`src/rtl/pe_feeder_pkg.sv`:
```
// Shared types and defaults for the PE load feeder.
// The `ifndef guards let a project-wide parameters.vh override these values.
`ifndef DATA_WIDTH
`define DATA_WIDTH 16
`endif
`ifndef LOAD_NUM
`define LOAD_NUM 16
`endif
`ifndef ALPHA_NUM
`define ALPHA_NUM 4
`endif

package pe_feeder_pkg;

    typedef enum logic [1:0] {
        ST_FILL    = 2'd0,
        ST_BURST   = 2'd1,
        ST_WAIT_PE = 2'd2
    } state_t;

    localparam int FIFO_DEPTH_DEF = 32;
    localparam int GAP_DEF        = 2;

    // Bits needed to hold the value max_val.
    function automatic int cnt_w(input int max_val);
        return $clog2(max_val + 1);
    endfunction

endpackage

```
`src/rtl/pe_feeder_if.sv`:
```
// Sample-input and PE-side signals of the feeder, grouped as one bundle.
// Handshake: a sample moves on a rising edge where s_valid && s_ready; s_data must
// stay stable while s_valid is high and s_ready is low. din_pe_v/dout_pe_v are
// plain strobes with no back-pressure.
interface pe_feeder_if #(
    parameter int DATA_WIDTH = `DATA_WIDTH
);
    logic                    s_valid;
    logic                    s_ready;
    logic [2*DATA_WIDTH-1:0] s_data;
    logic                    din_pe_v;
    logic [2*DATA_WIDTH-1:0] din_pe;
    logic                    dout_pe_v;

    modport master (
        output s_valid, s_data, dout_pe_v,
        input  s_ready, din_pe_v, din_pe
    );

    modport slave (
        input  s_valid, s_data, dout_pe_v,
        output s_ready, din_pe_v, din_pe
    );
endinterface

```
`src/rtl/pe_feeder_sync_fifo.sv`:
```
// Single-clock first-word-fall-through FIFO; dout always shows the oldest entry.
// The caller guarantees no push when full and no pop when empty.
module sync_fifo #(
    parameter int WIDTH = 32,
    parameter int DEPTH = 32
) (
    input  logic                   clk,
    input  logic                   rst,
    input  logic                   push,
    input  logic                   pop,
    input  logic [WIDTH-1:0]       din,
    output logic [WIDTH-1:0]       dout,
    output logic [$clog2(DEPTH):0] count
);
    localparam int AW = $clog2(DEPTH);

    logic [WIDTH-1:0] mem [DEPTH];
    logic [AW-1:0]    wr_ptr;
    logic [AW-1:0]    rd_ptr;

    always_ff @(posedge clk) begin
        if (push) begin
            mem[wr_ptr] <= din;
        end
    end

    // Pointers wrap naturally because DEPTH is a power of two.
    always_ff @(posedge clk or posedge rst) begin
        if (rst) begin
            wr_ptr <= '0;
            rd_ptr <= '0;
            count  <= '0;
        end else begin
            if (push) wr_ptr <= wr_ptr + 1'b1;
            if (pop)  rd_ptr <= rd_ptr + 1'b1;
            case ({push, pop})
                2'b10:   count <= count + 1'b1;
                2'b01:   count <= count - 1'b1;
                default: count <= count;
            endcase
        end
    end

    assign dout = mem[rd_ptr];

endmodule

```
`src/rtl/pe_feeder.sv`:
```
// Buffers an input sample stream and issues fixed-length load bursts to one PE,
// holding the next burst until the PE has returned its alpha outputs plus a guard gap.
module pe_feeder
    import pe_feeder_pkg::*;
#(
    parameter int DATA_WIDTH = `DATA_WIDTH,
    parameter int LOAD_NUM   = `LOAD_NUM,
    parameter int ALPHA_NUM  = `ALPHA_NUM,
    parameter int FIFO_DEPTH = FIFO_DEPTH_DEF,
    parameter int GAP        = GAP_DEF
) (
    input  logic        clk,
    input  logic        rst,
    pe_feeder_if.slave  bus,
    output logic        busy,
    output logic [15:0] frame_cnt,
    output logic        proto_err,
    output state_t      fsm_state
);
    localparam int SW = 2 * DATA_WIDTH;
    localparam int CW = $clog2(FIFO_DEPTH) + 1;
    localparam int BW = cnt_w(LOAD_NUM);
    localparam int AW = cnt_w(ALPHA_NUM);
    localparam int GW = cnt_w(GAP);

    state_t          state;
    state_t          next_state;
    logic [CW-1:0]   count;
    logic [SW-1:0]   fifo_dout;
    logic [BW-1:0]   beat_cnt;
    logic [AW-1:0]   alpha_cnt;
    logic [GW-1:0]   gap_cnt;
    logic            push;
    logic            pop;
    logic            start;
    logic            alpha_last;

    assign bus.s_ready = ~rst & (count < CW'(FIFO_DEPTH));
    assign push        = bus.s_valid & bus.s_ready;
    assign alpha_last  = bus.dout_pe_v & (alpha_cnt == AW'(ALPHA_NUM - 1));
    assign fsm_state   = state;

    sync_fifo #(
        .WIDTH (SW),
        .DEPTH (FIFO_DEPTH)
    ) u_fifo (
        .clk   (clk),
        .rst   (rst),
        .push  (push),
        .pop   (pop),
        .din   (bus.s_data),
        .dout  (fifo_dout),
        .count (count)
    );

    // The first word is popped on the FILL->BURST edge so din_pe_v rises on that
    // same edge; BURST then pops the remaining LOAD_NUM-1 words.
    always_comb begin
        next_state = state;
        pop        = 1'b0;
        start      = 1'b0;
        case (state)
            ST_FILL: begin
                if (count >= CW'(LOAD_NUM) && gap_cnt == '0) begin
                    next_state = ST_BURST;
                    pop        = 1'b1;
                    start      = 1'b1;
                end
            end
            ST_BURST: begin
                pop = 1'b1;
                if (beat_cnt == BW'(LOAD_NUM - 1)) begin
                    next_state = ST_WAIT_PE;
                end
            end
            ST_WAIT_PE: begin
                if (alpha_last) begin
                    next_state = ST_FILL;
                end
            end
            default: next_state = ST_FILL;
        endcase
    end

    always_ff @(posedge clk or posedge rst) begin
        if (rst) begin
            state <= ST_FILL;
        end else begin
            state <= next_state;
        end
    end

    always_ff @(posedge clk or posedge rst) begin
        if (rst) begin
            beat_cnt     <= '0;
            alpha_cnt    <= '0;
            gap_cnt      <= '0;
            frame_cnt    <= '0;
            proto_err    <= 1'b0;
            busy         <= 1'b0;
            bus.din_pe_v <= 1'b0;
            bus.din_pe   <= '0;
        end else begin
            if (start) begin
                beat_cnt  <= BW'(1);
                frame_cnt <= frame_cnt + 16'd1;
            end else if (state == ST_BURST) begin
                beat_cnt <= beat_cnt + 1'b1;
            end

            if (state == ST_WAIT_PE && bus.dout_pe_v) begin
                alpha_cnt <= alpha_last ? '0 : alpha_cnt + 1'b1;
            end

            if (state == ST_WAIT_PE && alpha_last) begin
                gap_cnt <= GW'(GAP);
            end else if (state == ST_FILL && gap_cnt != '0) begin
                gap_cnt <= gap_cnt - 1'b1;
            end

            // Stray PE outputs are flagged but never counted toward a frame.
            if (bus.dout_pe_v && state != ST_WAIT_PE) begin
                proto_err <= 1'b1;
            end

            busy         <= (next_state != ST_FILL);
            bus.din_pe_v <= pop;
            bus.din_pe   <= pop ? fifo_dout : '0;
        end
    end

endmodule

```
`src/flat_wrapper.sv`:
```
// flat-port wrapper written by rule: the top's interface ports become plain ports
module pe_feeder_flat import pe_feeder_pkg::*;
#(
    parameter int DATA_WIDTH = `DATA_WIDTH,
    parameter int LOAD_NUM   = `LOAD_NUM,
    parameter int ALPHA_NUM  = `ALPHA_NUM,
    parameter int FIFO_DEPTH = FIFO_DEPTH_DEF,
    parameter int GAP        = GAP_DEF
)
  (clk, rst, busy, frame_cnt, proto_err, fsm_state, bus_s_valid, bus_s_data, bus_dout_pe_v, bus_s_ready, bus_din_pe_v, bus_din_pe);
  pe_feeder_if #(.DATA_WIDTH(DATA_WIDTH)) bus_i ();
  input  logic clk;
  input  logic rst;
  output logic busy;
  output logic [15:0] frame_cnt;
  output logic proto_err;
  output state_t fsm_state;
  input wire logic [$bits(bus_i.s_valid)-1:0] bus_s_valid;
  input wire logic [$bits(bus_i.s_data)-1:0] bus_s_data;
  input wire logic [$bits(bus_i.dout_pe_v)-1:0] bus_dout_pe_v;
  output wire logic [$bits(bus_i.s_ready)-1:0] bus_s_ready;
  output wire logic [$bits(bus_i.din_pe_v)-1:0] bus_din_pe_v;
  output wire logic [$bits(bus_i.din_pe)-1:0] bus_din_pe;
  assign bus_i.s_valid = bus_s_valid;
  assign bus_i.s_data = bus_s_data;
  assign bus_i.dout_pe_v = bus_dout_pe_v;
  assign bus_s_ready = bus_i.s_ready;
  assign bus_din_pe_v = bus_i.din_pe_v;
  assign bus_din_pe = bus_i.din_pe;
  pe_feeder #(.DATA_WIDTH(DATA_WIDTH), .LOAD_NUM(LOAD_NUM), .ALPHA_NUM(ALPHA_NUM), .FIFO_DEPTH(FIFO_DEPTH), .GAP(GAP)) u_core (.clk(clk), .rst(rst), .bus(bus_i), .busy(busy), .frame_cnt(frame_cnt), .proto_err(proto_err), .fsm_state(fsm_state));
endmodule
```
`config.mk`:
```
export PLATFORM = sky130hd
export DESIGN_NAME = pe_feeder_flat
export DESIGN_NICKNAME = d
export VERILOG_FILES = /design/src/rtl/pe_feeder_pkg.sv /design/src/rtl/pe_feeder_if.sv /design/src/rtl/pe_feeder_sync_fifo.sv /design/src/rtl/pe_feeder.sv /design/src/flat_wrapper.sv
export SDC_FILE = /design/constraint.sdc
export NUM_CORES = 1
export LEC_CHECK = 0
export BUFFER_PORTS_ARGS = -buffer_cell sky130_fd_sc_hd__buf_2
export CORE_ASPECT_RATIO = 0.9
export CORE_MARGIN = 5
export CORE_UTILIZATION = 60
export CTS_CLUSTER_DIAMETER = 200
export CTS_CLUSTER_SIZE = 8
export DETAILED_ROUTE_END_ITERATION = 8
export PLACE_DENSITY = 0.79
export SETUP_SLACK_MARGIN = 0.1
export SLEW_MARGIN = 15
export SYNTH_ARGS = -nofsm -noshare
export SYNTH_HDL_FRONTEND = slang
export SYNTH_SLANG_ARGS = --single-unit
```
`constraint.sdc`:
```
create_clock -name clk -period 4.1 [get_ports clk]
set_input_delay 0 -clock clk [delete_from_list [all_inputs] [get_ports clk]]
set_output_delay 0 -clock clk [all_outputs]
set_load 0.01 [all_outputs]
```
**Word level (Yosys, flattened, before mapping)**

Memories as Yosys holds them, arrays and structs flattened.
Cells that the tools add are included.

- Flip-flop bits (word level): 79
- Latch bits: 0
- Bits in writable memories: 1024
- Memory bits (read-only): 0
- Input bits: 36
- Output and inout bits: 54
- Logic and storage cells: 62
- Memories kept: 1

- Add/subtract/negate cells: 8
- Multipliers: 0
- Divide/modulo/power cells: 0
- Order comparisons: 2
- Eq/ne operators: 7
- Shift-type cells: 0
- Multiplexer cells: 16
- Bitwise gates (word level): 4
- Reduce and logical (&&, ||, !) cells: 12

Memories:

| memory | words | width | rd ports | clocked after Yosys merged registers in | write ports | line | source |
|---|---|---|---|---|---|---|---|
| u_core.u_fifo.mem | 32 | 32 | 1 | 0 | 1 | pe_feeder_sync_fifo.sv:17 | `logic [WIDTH-1:0] mem [DEPTH];` |

Operator list:

| cell | number |
|---|---|
| two-way mux 32 bit | 1 |
| adder 16 x 1 -> 16 bit, second input constant | 1 |
| adder 5 x 1 -> 5 bit, second input constant | 3 |
| one-hot mux 6 bit (2 select lines) | 1 |
| two-way mux 2 bit | 5 |
| two-way mux 5 bit | 2 |
| nonzero test 2 bit | 5 |
| adder 6 x 1 -> 6 bit, second input constant | 1 |
| >= comparator 6 x 5 -> 1 bit, second input constant | 1 |
| less-than comparator 6 bit, second input constant | 1 |
| one-hot mux 2 bit (3 select lines) | 1 |
| subtractor 6 x 1 -> 6 bit, second input constant | 1 |
| equality test 5 x 4 -> 1 bit, second input constant | 1 |
| logical AND 1 bit | 5 |
| equality test 2 x 1 -> 1 bit, second input constant | 2 |
| equality test 2 bit, second input constant | 2 |
| logical NOT 2 bit | 2 |
| two-way mux 1 bit | 4 |
| adder 3 x 1 -> 3 bit, second input constant | 1 |
| AND 1 bit | 3 |
| equality test 3 x 2 -> 1 bit, second input constant | 1 |
| two-way mux 3 bit | 1 |
| != test 2 bit, second input constant | 1 |
| one-hot mux 1 bit (2 select lines) | 1 |
| other kinds (2) | 2 |

**Longest topological paths before layout**

Gate-level depths: netlist (run 1).

- Depth in word-level cells: 6
- Gate-level depth with buffers: 14
- Gate-level depth less buffers: 13

**Hierarchy**

From an unflattened synthesis (run 1), not the netlist that was laid out.

- Cells, all modules: 2475
- Area total of the unflattened synthesis: 42869.9 um^2

By module, submodules not included:

| module | times used | cells an instance | area each (um^2) |
|---|---|---|---|
| sync_fifo | 1 | 2281 | 40422.5 |
| pe_feeder | 1 | 194 | 2447.3 |

**Least setup slack after synthesis (run 1)**

Ideal clock, no wire load.

- Path type: reg2reg
- Start: reg u_core.u_fifo.count[5]
- End: mem u_core.u_fifo.mem[27][0], enable pin
- Arrival time: 2.690 ns
- Data required time: 3.679 ns
- Path slack: 0.989 ns
- Stages on the path, launching flop included: 7
- Buffers on the path: 2
- Clock period less this slack: 3.111 ns
- Path through: dfrtp_1 -> nor2_1 -> and2_1 -> clkbuf_1 -> nand2_1 -> clkbuf_1 -> nor2_1

- Cells in the longest elaborated chain, start to end: 5

RTL lines:

| element | line | source |
|---|---|---|
| from (decl) | pe_feeder_sync_fifo.sv:13 | `output logic [$clog2(DEPTH):0] count` |
| from (signal assigned) | pe_feeder_sync_fifo.sv:37 | `2'b10: count <= count + 1'b1;` |
| from (signal assigned) | pe_feeder_sync_fifo.sv:38 | `2'b01: count <= count - 1'b1;` |
| from (signal assigned) | pe_feeder_sync_fifo.sv:39 | `default: count <= count;` |
| less-than comparator 6 bit | pe_feeder.sv:38 | `assign bus.s_ready = ~rst & (count < CW'(FIFO_DEPTH));` |
| AND 1 bit | pe_feeder.sv:38 |  |
| net bus_s_ready | flat_wrapper.sv:21 | `output wire logic [$bits(bus_i.s_ready)-1:0] bus_s_ready;` |
| AND 1 bit | pe_feeder.sv:39 | `assign push = bus.s_valid & bus.s_ready;` |
| two-way mux 1 bit | pe_feeder_sync_fifo.sv:22 | `if (push) begin` |
| two-way mux 1 bit (implied by the code) | pe_feeder_sync_fifo.sv:23 | `mem[wr_ptr] <= din;` |
| to (decl) | pe_feeder_sync_fifo.sv:17 |  |

The timed path passes the listed nets, and every way through them passes these cells.

**Worst setup path after layout (run 1)**

- Start: reg u_core.gap_cnt[0]
- End: reg u_core.u_fifo.count[2]

- Cells in the longest elaborated chain, start to end: 6
- Elaborated cells between the ends (all ways): 8

RTL lines:

| element | line | source |
|---|---|---|
| from (decl) | pe_feeder.sv:32 | `logic [GW-1:0] gap_cnt;` |
| from (signal assigned) | pe_feeder.sv:116 | `gap_cnt <= GW'(GAP);` |
| from (signal assigned) | pe_feeder.sv:118 | `gap_cnt <= gap_cnt - 1'b1;` |
| logical NOT 2 bit * | pe_feeder.sv:64 | `if (count >= CW'(LOAD_NUM) && gap_cnt == '0) begin` |
| logical AND 1 bit * | pe_feeder.sv:64 |  |
| two-way mux 1 bit * | pe_feeder.sv:64 |  |
| one-hot mux 1 bit (2 select lines) * | pe_feeder.sv:62 | `case (state)` |
| net u_core.pop | pe_feeder.sv:34 | `logic pop;` |
| equality test 2 x 1 -> 1 bit / equality test 2 bit (equally long branches) | pe_feeder_sync_fifo.sv:36 | `case ({push, pop})` |
| one-hot mux 6 bit (2 select lines) / nonzero test 2 bit (equally long branches) | -- |  |

The timed path passes the listed nets; every way through them passes the cells marked *.
A chain may end at the register's enable or synchronous reset.

==> results of run 1 <==
-- timing repair --
item                                    CTS  global route
hold buffers                             35             0
endpoints found under the hold margin  1087             0
setup endpoints to repair                 0             0
-- synth_stat cells, types with 2 or more instances --
master | count | share of area [%]
buf_2 | 26 | 0.31
nand3b_1 | 5 | 0.088
nand2_1 | 90 | 0.80
nor3_1 | 4 | 0.047
clkbuf_1 | 60 | 0.53
inv_1 | 12 | 0.11
and3_1 | 6 | 0.088
o22ai_1 | 34 | 0.50
xor2_1 | 11 | 0.23
o21ai_1 | 26 | 0.31
a21oi_1 | 67 | 0.79
buf_6 | 12 | 0.32
edfxtp_1 | 1024 | 72
a211oi_1 | 98 | 1.7
buf_12 | 8 | 0.38
ha_1 | 13 | 0.38
buf_1 | 5 | 0.044
nor2_1 | 44 | 0.39
buf_4 | 16 | 0.28
a21o_1 | 2 | 0.035
o21a_1 | 2 | 0.035
o221ai_1 | 31 | 0.64
mux4_2 | 161 | 8.5
dfrtp_1 | 79 | 4.7
a2111oi_0 | 31 | 0.64
nand4_1 | 8 | 0.12
nand3_1 | 9 | 0.11
xnor2_1 | 19 | 0.39
nand2b_1 | 4 | 0.059
mux2_2 | 2 | 0.053
nor2b_1 | 40 | 0.59
o21ai_0 | 22 | 0.26
mux2i_1 | 160 | 3.8
-- routing by layer --
metal / wire, um / up-vias / track usage [%]
met5: 0 / - / 0
met4: 4530 / 0 / 12.1
met3: 12300 / 314 / 7.75
met2: 52700 / 1703 / 45.7
met1: 38600 / 11896 / 37.3
li1: - / 9269 / -
-- report_power, final --
part / switching [W] / internal, W
Clock: 0.00466 / 0.00709
Sequential: 0.000641 / 0.0128
Combinational: 0.00484 / 0.00325
Total: 0.0101 / 0.0232
-- flip-flops by register name (all words and copies together) (netlist names), 2 cells and up --
signal                count
u_core.gap_cnt            2
u_core.frame_cnt         16
u_core.u_fifo.rd_ptr      5
u_core.fsm_state          2
u_core.u_fifo.count       6
u_core.beat_cnt           5
u_core.alpha_cnt          3
u_core.bus.din_pe        32
u_core.u_fifo.wr_ptr      5
u_core.u_fifo.mem      1024
-- cell type report --
| type | count | area (um^2) |
|---|---|---|
| clock buffer | 250 | 4280 |
| clock inverter | 13 | 180 |
| fill | 4042 | 21000 |
| inverter | 12 | 47.5 |
| multi-input combinational | 903 | 9130 |
| sequential | 1103 | 32700 |
| tap | 940 | 1180 |
| timing repair buffer | 203 | 1550 |
-- worst max-delay path, cell delays in order, from the launching register on --
cell	delay, ns
dfrtp_1	0.39
inv_1	0.09
ha_1	0.23
nor3b_1	0.28
o21a_1	0.36
nor2_4	0.07
inv_1	0.18
ha_1	0.40
xor2_1	0.12
ha_1	0.24
a21oi_1	0.23
xor2_1	0.24
nor2_1	0.09
xor2_1	0.15
-- cell families after synthesis --
group	synth area share (%)
adder cells (fa/ha/maj)	0.383
buffers and inverters	2.00
AND/OR/NAND/NOR	2.42
multiplexers	12.4
AO/OA/AOI/OAI	5.06
XOR/XNOR	0.619
flip-flops	77.1
-- worst min-delay path by stage --
stage                  start                        endpoint  cells after the start
2_1_floorplan            rst                     bus_s_ready                      1
3_3_place_gp   bus_dout_pe_v    u_core.proto_err$_DFFE_PP0P_                      2
3_5_place_dp   bus_dout_pe_v    u_core.proto_err$_DFFE_PP0P_                      2
4_1_cts        bus_dout_pe_v    u_core.proto_err$_DFFE_PP0P_                      3
5_1_grt        bus_dout_pe_v    u_core.proto_err$_DFFE_PP0P_                      3
6_report                 rst  u_core.beat_cnt[4]$_DFFE_PP0P_                      3
-- metrics by stage --
| stage | utilization, % | hold WS, ns |
|---|---|---|
| 2_1_floorplan | - | 0.0522 |
| 3_3_place_gp | 63.2 | 0.244 |
| 3_5_place_dp | 63.2 | 0.248 |
| 4_1_cts | 70.0 | 0.0103 |
| 5_1_grt | 70.0 | 0.0772 |
| 6_report | 70.0 | 0.0184 |
==> results by group, run 1 <==
Outcome
  – Result of the run: complete, no violations

Place
  – Pre-CTS worst setup slack: 1.03 ns
  – Number of instances in the placed design: 3,126
  – Buffers on Ports: 89
  – Cell area reported after detailed placement: 44,300 um^2
  – Final HPWL DP: 55.7 mm
  – Final RePlAce weighted congestion: 0.801

Critical path
  – Register-to-register setup slack: 0.90 ns
  – Reg2reg end: u_core.u_fifo.count[2]$_DFFE_PP0P_
  – Required time reported for the critical path endpoint: 4.71 ns
  – Worst r2r src: u_core.gap_cnt[0]$_DFFE_PP0P_
  – CP startpoint kind: flop
  – Last element of the critical path: u_core.u_fifo.count[2]$_DFFE_PP0P_
  – Crit Path Max Fanout: 9
  – Kind of end point of the critical path: flop
  – Length in cells of the worst reg-to-reg path: 13
  – Crit path kind: flop to flop
  – Arrival time at the worst endpoint: 3.81 ns
  – CP startpoint: u_core.gap_cnt[0]$_DFFE_PP0P_

Drt
  – Vias after detailed routing: 23,182
  – Number of remaining DRC errors: 0
  – Total routed wirelength: 108 mm
  – Number of violations reported at the end of detailed-routing iteration 0: 3,247
  – Number of detailed-route iterations in the first pass: 5
  – Per-cell via count in the routed design: 6.77
  – Antenna Nets Post-Route: 0
  – Average wire length per cell after detail routing: 31.6 um

STA
  – Final slew viol count: 0
  – Share of the clock period used by the worst path: 78.0%
  – Endpoints failing hold: 0
  – Worst setup margin: 0.903 ns
  – Count of endpoints failing setup in the final report: 0
  – Setup_tns: 0 ns
  – Tightest slew margin relative to the limit: 33.3%
  – Worst Tran Pin Value: 0.998 ns
  – Unrepaired setup endpoints after global routing: false
  – Post-route minimum period: 3.20 ns
  – Top achievable clock speed: 313 MHz
  – Clock tree skew after final layout: 0.0269 ns

Floorplanning
  – Number of standard-cell rows in the floorplan: 92
  – Starting density of the core: 60.5%
  – Die Y-Extent: 262 um
  – Number of ports placed on the die boundary: 90
  – Area enclosed by the die boundary: 76,100 um^2
  – Horizontal die dimension: 290 um
  – Area of the core region: 70,100 um^2

Clock tree
  – Buffer cell driving the clock tree root: clkbuf_16
  – H-tree depth: 4
  – CTS Buf Count: 155
  – Max Root-Sink Buffers: 3
  – Insertion delay of the later-clocked pin in the worst-skew pair: 0.75 ns
  – Clk sink count: 1,103
  – CTS tree: built
  – Total of cells resized after clock tree synthesis: 0
  – Setup Buffers After CTS: 0
  – Clock-pin transition on the worst setup and hold timing paths: 0.05 ns

Power and ir drop
  – Peak supply drop: 0.000536 V
  – Leak Pwr: 16.4 nW
  – Power density relative to cell area: 679 nW/um^2
  – Overall Power: 0.0333 W

Finish
  – Antenna Cells: 0
  – Net count of the finished layout: 2,427
  – Post-layout instance area: 49,100 um^2
  – Most frequent standard cell in the layout excluding fill and tap cells: edfxtp_1
  – Fraction of layout instances using a drive strength above 1: 22.0%
  – Final cell count without fillers: 3,424
  – Top library cells by usage in the layout, fill and taps aside: edfxtp_1 (1,024), mux4_2 (161), mux2i_1 (160)
  – Growth of design area from synthesis to finish: 15.7%

Yosys
  – Count of synthesis-stage warnings from yosys: 0
  – Post-synthesis sequential area ratio: 77.1%
  – Yosys reg bits: 1,103
  – Mean Syn Cell Area: 19.8 um^2
  – Count of flip-flops with a built-in enable after synthesis: 1,024
  – Post-Syn Instances: 2,146
  – Synthesized cell area: 42,400 um^2
  – Synth Flop Type: edfxtp_1
  – Share of async-settable or async-resettable flops after synthesis: 7.16%
  – Synthesized Nets: 2,195
  – Library cells used by synthesis: 48

GRT
  – GRT Total Usage: 28.4%
  – Maximum number of pins on one net before global-route repair: 75
  – Sum of overflow across all layers after global routing: 0
  – Via count of the first global-routing pass: 24,340
  – Initial antenna violation count: 1
  – First-pass GRT wire length: 159 mm

Worst hold path
  – Hold Crit Class: input pin to asynchronous set/reset pin

Flow run
  – Reported max-cap violation count: 0
(Power assumes the default switching activity.)
==> run 2, diff against run 1 <==
==> constraint.sdc (replaced) <==
create_clock -name clk -period 3.1 [get_ports clk]
set_input_delay 0 -clock clk [delete_from_list [all_inputs] [get_ports clk]]
set_output_delay 0 -clock clk [all_outputs]
set_load 0.01 [all_outputs]
==> run 2 against run 1 <==
Effect of this change:
- cell count grew 0.91%
- utilization grew 0.76 points
- combinational power grew 36%
- total power grew 33%
- clock power grew 32%
- routed wire length grew 0.76%
==> results by group, run 2 (synthesis gave the netlist of run 1 again) <==
Critical path
  – Reg2reg end: u_core.u_fifo.count[2]$_DFFE_PP0P_
  – Worst r2r src: u_core.gap_cnt[0]$_DFFE_PP0P_
  – CP top delay family: adder cells
  – Arrival time at the worst endpoint: 3.41 ns (-0.40 ns)
  – Kind of end point of the critical path: flop
  – Crit path max-delay cell type: dfrtp_1
  – Last element of the critical path: u_core.u_fifo.count[2]$_DFFE_PP0P_
  – Crit. path cell count: 13 (unchanged)
  – Register-to-register setup slack: 0.30 ns (-0.61 ns)
  – CP startpoint kind: flop
  – Length in cells of the worst reg-to-reg path: 13 (unchanged)
  – Bufs and invs on worst path: 2 (unchanged)
  – Required time reported for the critical path endpoint: 3.70 ns (-1.01 ns)
  – Crit Path Max Fanout: 9 (unchanged)
  – Crit path kind: flop to flop
  – CP startpoint: u_core.gap_cnt[0]$_DFFE_PP0P_
  – Most common cell type on the critical path: xor2_1
  – Cells traversed along the worst timing path: inv_1 -> ha_1 -> nor3b_1 -> o21a_1 -> nor2_4 -> inv_1 -> ha_2 -> xor2_1 -> ha_1 -> a21oi_1 -> xor2_1 -> nor2_1 -> xor2_1
  – Highest cell delay on the worst timing path: 0.40 ns (about the same)

Power and ir drop
  – Peak supply drop: 0.000549 V (+2.3%)
  – Overall Power: 0.0443 W (+33%)
  – Power density relative to cell area: 893 nW/um^2 (+32%)
  – Leak Pwr: 16.6 nW (+1.4%)

Floorplanning
  – Number of ports placed on the die boundary: 90 (unchanged)
  – Area of the core region: 70,100 um^2 (unchanged)
  – Die Y-Extent: 262 um (unchanged)
  – Horizontal die dimension: 290 um (unchanged)
  – Number of standard-cell rows in the floorplan: 92 (unchanged)
  – Starting density of the core: 60.5% (unchanged)
  – Area enclosed by the die boundary: 76,100 um^2 (unchanged)

Finish
  – Growth of design area from synthesis to finish: 17.0%
  – Post-layout instance area: 49,600 um^2 (+1.1%)
  – Top library cells by usage in the layout, fill and taps aside: edfxtp_1 (1,024), mux4_2 (161), mux2i_1 (160)
  – Net count of the finished layout: 2,452 (+1.0%)
  – Largest reg by FF count: u_core.u_fifo.mem
  – Fraction of layout instances using a drive strength above 1: 22.7% (+0.72 points)
  – Antenna Cells: 0 (unchanged)
  – Number of flip-flops under the largest register name: 1,024 (unchanged)
  – Filler Cells Inserted: 3,942 (-2.5%)
  – Largest registers: u_core.u_fifo.mem (1024), u_core.bus.din_pe (32), u_core.frame_cnt (16)
  – Most frequent standard cell in the layout excluding fill and tap cells: edfxtp_1

Drt
  – Per-cell via count in the routed design: 6.74 (-0.43%)
  – Average wire length per cell after detail routing: 31.5 um (-0.14%)
  – Number of remaining DRC errors: 0 (unchanged)
  – Vias after detailed routing: 23,292 (+0.47%)
  – Antenna Nets Post-Route: 0 (unchanged)
  – Number of detailed-route iterations in the first pass: 6 (+1)
  – Total routed wirelength: 109 mm (+0.76%)
  – Number of violations reported at the end of detailed-routing iteration 0: 3,113 (-4.1%)

Clock tree
  – Setup Buffers After CTS: 0 (unchanged)
  – Buffer cell driving the clock tree root: clkbuf_16
  – Insertion delay of the later-clocked pin in the worst-skew pair: 0.74 ns (about the same)
  – CTS Buf Count: 155 (unchanged)
  – H-tree depth: 4 (unchanged)
  – Clock-pin transition on the worst setup and hold timing paths: 0.05 ns (about the same)
  – Max Root-Sink Buffers: 3 (unchanged)
  – Clk sink count: 1,103 (unchanged)
  – CTS tree: built

GRT
  – Sum of overflow across all layers after global routing: 0 (unchanged)
  – Maximum number of pins on one net before global-route repair: 72 (-4.0%)
  – First-pass GRT wire length: 159 mm (-0.12%)
  – GRT Total Usage: 28.6% (+0.16 points)
  – Initial antenna violation count: 1 (unchanged)
  – Via count of the first global-routing pass: 24,051 (-1.2%)

STA
  – Share of the clock period used by the worst path: 90.5% (+12 points)
  – Unrepaired setup endpoints after global routing: false
  – Final slew viol count: 0 (unchanged)
  – Post-route minimum period: 2.80 ns (-0.393 ns)
  – Endpoints failing hold: 0 (unchanged)
  – Top achievable clock speed: 357 MHz (+14%)
  – Clock tree skew after final layout: 0.0235 ns (-0.00339 ns)
  – Count of endpoints failing setup in the final report: 0 (unchanged)
  – Tightest slew margin relative to the limit: 46.2% (+13 points)
  – Worst Tran Pin Value: 0.807 ns (-0.190 ns)

Place
  – Final RePlAce weighted congestion: 0.809 (+1.0%)
  – Cell area reported after detailed placement: 44,800 um^2 (+1.1%)
  – Final HPWL DP: 55.5 mm (-0.41%)
  – Buffers on Ports: 89 (unchanged)

Outcome
  – Result of the run: complete, no violations

Worst hold path
  – Hold Crit Class: input pin to asynchronous set/reset pin

Flow run
  – Reported max-cap violation count: 0 (unchanged)
==> run 2: through the flow <==
stage | util, % | hold slack [ns] | setup WS [ns] | setup TNS [ns] | cells
after floorplan | - | 0.0522 | -0.0111 | -2.47 | 2146
after global placement | 63.9 | 0.249 | 0.372 | 0 | 3151
after detailed placement | 63.9 | 0.259 | 0.292 | 0 | 3151
after CTS | 70.8 | 0.0463 | 0.287 | 0 | 3455
after global routing | 70.8 | 0.0731 | 0.116 | 0 | 3455
final | 70.8 | 0.00769 | 0.296 | 0 | 3455
==> run 2: layout make-up <==
class,count,area [um^2],share of cell area (%)
Tap cell,940,1180,2.37
Sequential cell,1103,32700,66.0
Inverter,12,50.0,0.101
Clock buffer,258,4330,8.72
Clock inverter,11,181,0.366
Multi-Input combinational cell,903,9130,18.4
Timing Repair Buffer,228,2030,4.08
==> run 2: worst min path at each step <==
stage | start | end | cells past startpoint
final | rst | u_core.proto_err$_DFFE_PP0P_ | 3
after global routing | rst | u_core.bus.din_pe[28]$_DFF_PP0_ | 3
after CTS | bus_dout_pe_v | u_core.proto_err$_DFFE_PP0P_ | 3
after detailed placement | bus_dout_pe_v | u_core.proto_err$_DFFE_PP0P_ | 2
after global placement | bus_dout_pe_v | u_core.proto_err$_DFFE_PP0P_ | 2
after floorplan | rst | bus_s_ready | 1
==> run 2: timing repair <==
item / 4_1_cts / 5_1_grt
endpoints found under the hold margin: 1105 / 0
hold buffers: 35 / 0
setup endpoints to repair: 0 / 2
resized for setup: 0 / 1
==> run 2: per-layer routing <==
metal  vias to the layer above  GRT usage (%)  routed length [um]
met4                         2           12.1                4590
met2                      1631           45.8               53000
met1                     12020           38.0               39100
li1                       9331              -                   -
met5                         -              0                  13
met3                       308           7.30               12200
==> run 2: worst reg2reg max path: stages, from the launching register on <==
cell and delay [ns]:
dfrtp_1 0.40, inv_1 0.08, ha_1 0.23, nor3b_1 0.25, o21a_1 0.22, nor2_4 0.05
inv_1 0.19, ha_2 0.33, xor2_1 0.10, ha_1 0.22, a21oi_1 0.22, xor2_1 0.17
nor2_1 0.06, xor2_1 0.15
==> run 2: report_power, final <==
group | total (W) | switching (W) | leakage, nW | internal [W]
Combinational | 0.0110 | 0.00638 | 4.24 | 0.00460
Sequential | 0.0178 | 0.000812 | 10.2 | 0.0170
Clock | 0.0156 | 0.00610 | 2.15 | 0.00947
Total | 0.0443 | 0.0133 | 16.6 | 0.0310
